===== config.mk =====
export PLATFORM = sky130hd
export DESIGN_NAME = sram_mem_controller
export DESIGN_NICKNAME = d
export VERILOG_FILES = /design/src/rtl/sram_mem_controller.sv
export SDC_FILE = /design/constraint.sdc
export NUM_CORES = 1
export LEC_CHECK = 0
export CAP_MARGIN = 30
export CORE_AREA = 5 5 119 121
export CTS_BUF_LIST = sky130_fd_sc_hd__clkbuf_16
export DETAILED_ROUTE_END_ITERATION = 12
export DIE_AREA = 0 0 124 126
export GPL_ROUTABILITY_DRIVEN = 0
export HOLD_SLACK_MARGIN = 0.06
export PLACE_DENSITY = 0.74
export SYNTH_ARGS = -nofsm -noshare
export SYNTH_HDL_FRONTEND = slang
export SYNTH_SLANG_ARGS = --single-unit

===== constraint.sdc =====
create_clock -name clk_i -period 2.4 [get_ports clk_i]
set_input_delay 0.6 -clock clk_i [delete_from_list [all_inputs] [get_ports clk_i]]
set_output_delay 0.6 -clock clk_i [all_outputs]
set_load 0.1 [all_outputs]

===== src/rtl/sram_mem_controller.sv =====
// Data-memory sequencer for the MEM stage over a 16-bit asynchronous SRAM.
// Each 32-bit access is split into two half-word phases (low half first);
// ready_o stays low for the whole access so the pipeline freezes.
module sram_mem_controller #(
  parameter int unsigned BASE_ADDR   = 1024,
  parameter int unsigned SRAM_ADDR_W = 18,
  parameter int unsigned WAIT_CYCLES = 1
) (
  input  logic                   clk_i,
  input  logic                   rst_ni,
  input  logic                   wr_en_i,
  input  logic                   rd_en_i,
  input  logic [31:0]            address_i,
  input  logic [31:0]            write_data_i,
  output logic [31:0]            read_data_o,
  output logic                   ready_o,
  output logic [SRAM_ADDR_W-1:0] sram_addr_o,
  output logic [15:0]            sram_dq_out_o,
  output logic                   sram_dq_oe_o,
  input  logic [15:0]            sram_dq_in_i,
  output logic                   sram_we_n_o
);

  localparam int unsigned IdxW     = SRAM_ADDR_W - 1;
  localparam logic [2:0]  WaitLast = 3'(WAIT_CYCLES);

  typedef enum logic [1:0] {StIdle, StLo, StHi, StDone} state_e;

  state_e                 state_q, state_d;
  logic [2:0]             cnt_q, cnt_d;
  logic                   op_wr_q, op_wr_d;
  logic [IdxW-1:0]        idx_q, idx_d;
  logic [31:0]            wdata_q, wdata_d;
  logic [15:0]            lo_hold_q, lo_hold_d;
  logic [31:0]            read_data_q, read_data_d;
  logic [SRAM_ADDR_W-1:0] sram_addr_q, sram_addr_d;
  logic [15:0]            dq_out_q, dq_out_d;
  logic                   dq_oe_q, dq_oe_d;
  logic                   we_n_q, we_n_d;

  logic        req;
  logic        phase_end;
  logic [31:0] offset;
  logic        unused_offset;

  assign req       = wr_en_i | rd_en_i;
  assign offset    = address_i - BASE_ADDR;
  assign phase_end = (cnt_q == WaitLast);
  // Out-of-range addresses wrap: only the word-index bits that fit are kept.
  assign unused_offset = ^{offset[31:IdxW+2], offset[1:0]};

  // Next-state logic: phase sequencing, operand latching and read capture.
  always_comb begin
    state_d     = state_q;
    cnt_d       = cnt_q;
    op_wr_d     = op_wr_q;
    idx_d       = idx_q;
    wdata_d     = wdata_q;
    lo_hold_d   = lo_hold_q;
    read_data_d = read_data_q;
    sram_addr_d = sram_addr_q;
    ready_o     = 1'b0;
    unique case (state_q)
      StIdle: begin
        // Combinational so the freeze lands in the same cycle as the request.
        ready_o = ~req;
        if (req) begin
          state_d     = StLo;
          cnt_d       = 3'd0;
          op_wr_d     = wr_en_i;
          idx_d       = offset[IdxW+1:2];
          wdata_d     = write_data_i;
          sram_addr_d = {offset[IdxW+1:2], 1'b0};
        end
      end
      StLo: begin
        if (phase_end) begin
          state_d     = StHi;
          cnt_d       = 3'd0;
          sram_addr_d = {idx_q, 1'b1};
          if (!op_wr_q) lo_hold_d = sram_dq_in_i;
        end else begin
          cnt_d = cnt_q + 3'd1;
        end
      end
      StHi: begin
        if (phase_end) begin
          state_d = StDone;
          cnt_d   = 3'd0;
          if (!op_wr_q) read_data_d = {sram_dq_in_i, lo_hold_q};
        end else begin
          cnt_d = cnt_q + 3'd1;
        end
      end
      StDone: begin
        ready_o = 1'b1;
        state_d = StIdle;
      end
      default: state_d = StIdle;
    endcase
  end

  // SRAM pin values for the coming cycle, derived from the next state so the
  // pins come straight from flops. The last cycle of a write phase releases
  // we_n to give data/address hold before the address moves.
  always_comb begin
    we_n_d   = 1'b1;
    dq_oe_d  = 1'b0;
    dq_out_d = 16'h0000;
    if (op_wr_d && (state_d == StLo || state_d == StHi)) begin
      dq_oe_d  = 1'b1;
      dq_out_d = (state_d == StLo) ? wdata_d[15:0] : wdata_d[31:16];
      we_n_d   = ~(cnt_d < WaitLast);
    end
  end

  // State and output registers with synchronous active-low reset.
  always_ff @(posedge clk_i) begin
    if (!rst_ni) begin
      state_q     <= StIdle;
      cnt_q       <= 3'd0;
      op_wr_q     <= 1'b0;
      idx_q       <= '0;
      wdata_q     <= 32'h0;
      lo_hold_q   <= 16'h0;
      read_data_q <= 32'h0;
      sram_addr_q <= '0;
      dq_out_q    <= 16'h0;
      dq_oe_q     <= 1'b0;
      we_n_q      <= 1'b1;
    end else begin
      state_q     <= state_d;
      cnt_q       <= cnt_d;
      op_wr_q     <= op_wr_d;
      idx_q       <= idx_d;
      wdata_q     <= wdata_d;
      lo_hold_q   <= lo_hold_d;
      read_data_q <= read_data_d;
      sram_addr_q <= sram_addr_d;
      dq_out_q    <= dq_out_d;
      dq_oe_q     <= dq_oe_d;
      we_n_q      <= we_n_d;
    end
  end

  assign read_data_o   = read_data_q;
  assign sram_addr_o   = sram_addr_q;
  assign sram_dq_out_o = dq_out_q;
  assign sram_dq_oe_o  = dq_oe_q;
  assign sram_we_n_o   = we_n_q;

endmodule

==> key figures <==
Placement
  – Detailed-placement wirelength estimate: 9390 µm
  – Placed Area: 6890 µm²
  – IO Port Bufs: 137

Synthesis
  – Sequential fraction of the synthesis area: 51.5%
  – Post-Syn Nets: 709
  – Netlist cell types: 43
  – Post-Synthesis Cells: 619
  – Combinational family with the most area after synthesis: simple AND/OR/NAND/NOR gates
  – Post-Synth XOR/XNOR Area: 1.30%
  – Simple-gate share of the synthesized area: 20.4%
  – Post-Syn Area: 5410 µm²
  – Multiplexer share of the synthesized area: 5.00%
  – Number of synthesized register bits: 139
  – Number of flops mapped to enable cells by yosys: 0
  – Synth Area in Compound Gates: 16.1%
  – Post-synthesis average cell area: 8.73 µm²
  – Post-synthesis async set-or-reset flop share: 0%
  – Synth Flop Type: dfxtp_1
  – Post-Synth Adder-Cell Area: 1.39%
  – Synth warn: 0

Finish
  – Ratio of cells with drive above 1 in the final layout: 18.6%
  – Seq. cell area: 2790 µm²
  – Total Nets Final: 846
  – Area grow syn2layout: 38.4%
  – Commonest cells after routing, fill and taps aside: nand2_1 (159), dfxtp_1 (136), buf_4 (90)
  – Final instance area: 7480 µm²
  – Area occupied by multi-input gates: 2430 µm²
  – Commonest non-fill, non-tap cell in the layout: nand2_1
  – Filler Cell Count: 1145

Critical path
  – Kind of end point of the critical path: output port
  – Max incr delay on CP: 0.33 ns
  – WP data required: 1.80 ns
  – Worst Path Buf+Inv: 2
  – Crit-path max FO: 5
  – Worst path top cell family by delay: simple AND/OR/NAND/NOR gates
  – Crit-path cells: inv_2 -> ha_4 -> nor3b_4 -> or2_4 -> nor2b_4 -> buf_12
  – CP max-delay cell: dfxtp_2
  – CP Class: flop to output port
  – R2R setup slack: 0.21 ns
  – WP data arrival: 1.69 ns
  – Setup crit start kind: flop

Die
  – Num rows: 42
  – Full die area: 15600 µm²
  – Core ar.: 13000 µm²
  – Top Ports: 153
  – Starting Density: 41.6%
  – Die height: 126 µm
  – Die X-Extent: 124 µm

STA
  – Final setup viols: 0
  – RSZ-0062 raised after global routing: no
  – Minimum clock period: 2.29 ns
  – Measured slew at the worst slew-check pin: 0.571 ns
  – Clk_skew: 0.00760 ns
  – TNS Setup: 0 ns
  – Final Cycle Share: 95.2%
  – Relative slew slack: 61.9%
  – Peak Freq: 438 MHz
  – Final hold violations: 0
  – Slew Viols, Final: 0

CTS
  – Clk Latency, worst-skew pair: 0.41 ns
  – CTS sink count: 139
  – CTS tree: done
  – Hold_buf cts: 0
  – Max clock buf depth: 2
  – H-tree depth: 4
  – TritonCTS buffer count: 17
  – Clock Root Buffer: clkbuf_16
  – Clk pin slew, worst setup/hold paths: 0.06 ns

Routing
  – Vias: 4726
  – Vias per inst: 5.00
  – WL/cell: 14.3 µm
  – Post-DRT Antenna Nets: 0
  – DRC: 0
  – TritonRoute pass-1 iters: 4
  – Initial DRC count: 287
  – WL final: 13500 µm

Job
  – Max-Cap Viols: 0

Global routing
  – Grt ovf: 0
  – Global Route Usage Sum: 17.5%
  – First-pass GRT wire length: 22000 µm
  – Initial antenna violation count: 2
  – Pin count of the biggest net entering global routing: 71
  – Number of global-route vias before repair: 4660

Pwr
  – Leak: 3.03 nW
  – Cell area power density: 1080 nW/µm²
  – VDD IR max: 0.000516 V

Run status
  – Status: complete, no violations

Hold path
  – Min-Delay Path Class: flop to flop
==> cells in the mapped netlist (2+ instances only) <==
library cell,count,area share (%)
nand2_1,159,11
a21oi_1,82,7.6
o21ai_0,13,1.2
a211oi_2,8,1.9
nand4_1,3,0.35
and3b_1,16,2.6
xnor2_1,2,0.32
mux2i_1,27,5.0
buf_2,10,0.93
inv_1,6,0.42
o221ai_1,3,0.49
dfxtp_1,139,51
a211oi_1,22,3.1
nor3_1,4,0.37
nand4b_1,2,0.32
ha_1,6,1.4
nor2_1,44,3.1
buf_6,3,0.62
and2_1,3,0.35
xor2_1,6,0.97
buf_1,5,0.35
nor4_1,2,0.23
nor2b_1,2,0.23
o2111ai_1,2,0.32
nor3b_1,2,0.28
clkbuf_1,26,1.8
buf_4,2,0.28
nand2b_1,5,0.58
==> cell type report <==
class / count / share of cell area, %
well taps: 176 / 2.94
multi-input cells: 428 / 32.5
inverters: 6 / 0.318
clock buffers: 17 / 5.69
flip-flops and latches: 139 / 37.2
clock inverters: 14 / 1.54
diodes: 1 / 0.0335
repair buffers: 164 / 19.8
==> final timing paths <==
kind                   start  cells after the start                to
min          read_data_o[17]                      2   read_data_o[17]
min reg2reg  read_data_o[17]                      2   read_data_o[17]
max reg2reg         cnt_q[1]                      7  sram_dq_out_o[1]
max               state_q[1]                      6           ready_o
==> report_power, final <==
group | leakage (nW) | internal [mW] | total [mW] | switching (mW)
clock | 0.270 | 1.48 | 2.41 | 0.924
combinational | 1.62 | 0.954 | 2.94 | 1.99
sequential | 1.14 | 2.60 | 2.74 | 0.132
total | 3.03 | 5.04 | 8.08 | 3.04
==> metrics by stage <==
step	hold slack [ns]	cells	worst slack [ns]	total power, mW	util (%)
floorplan	0.432	619	-0.0298	4.93	-
global placement	0.437	911	-0.122	5.65	53.1
detailed placement	0.447	911	-0.165	5.70	53.1
CTS	0.454	943	0.0103	8.14	57.5
global route	0.476	945	0.0156	8.47	57.6
finish	0.453	945	0.114	8.08	57.6
==> state kept, by name, summed over array words and instances (netlist names) <==
register,count
lo_hold_q,16
state_q,2
op_wr_q,1
wdata_q,32
idx_q,17
sram_dq_oe_o,1
read_data_o,32
sram_addr_o,18
sram_we_n_o,1
sram_dq_out_o,16
cnt_q,3
==> kinds of logic (layout without fill, tap and decap cells) <==
logic type,after synthesis,count (layout)
AND/OR/NAND/NOR,248,248
AO/OA/AOI/OAI,139,139
flip-flops,139,139
buffers and inverters,52,201
multiplexers,27,27
XOR/XNOR,8,8
adder cells (fa/ha/maj),6,6
other,0,1
==> timing repair <==
| action | in CTS | in global routing |
|---|---|---|
| setup endpoints to repair | 1 | 2 |
| endpoints found under the hold margin | 0 | 0 |
| gates resized for setup | 8 | 4 |
| pin swaps | 1 | 0 |
| setup buffers | 1 | 1 |
==> routing by layer <==
metal | up-vias | part of all wire, % | routed length (µm) | track usage, %
met1 | 2211 | 41 | 5540 | 20.8
met4 | 2 | 1.5 | 205 | 6.31
li1 | 2366 | - | - | -
met2 | 129 | 51 | 6850 | 29.3
met3 | 18 | 6.5 | 882 | 5.78
met5 | - | 0.037 | 5 | 0
==> worst reg2reg max path, cell delays in order (launching register included) <==
cell	delay [ns]
dfxtp_1	0.39
or3b_4	0.47
a211oi_1	0.27
nor2_1	0.09
ha_1	0.29
nand2b_1	0.20
buf_12	0.18
a211oi_1	0.21
(Power assumes the default switching activity.)
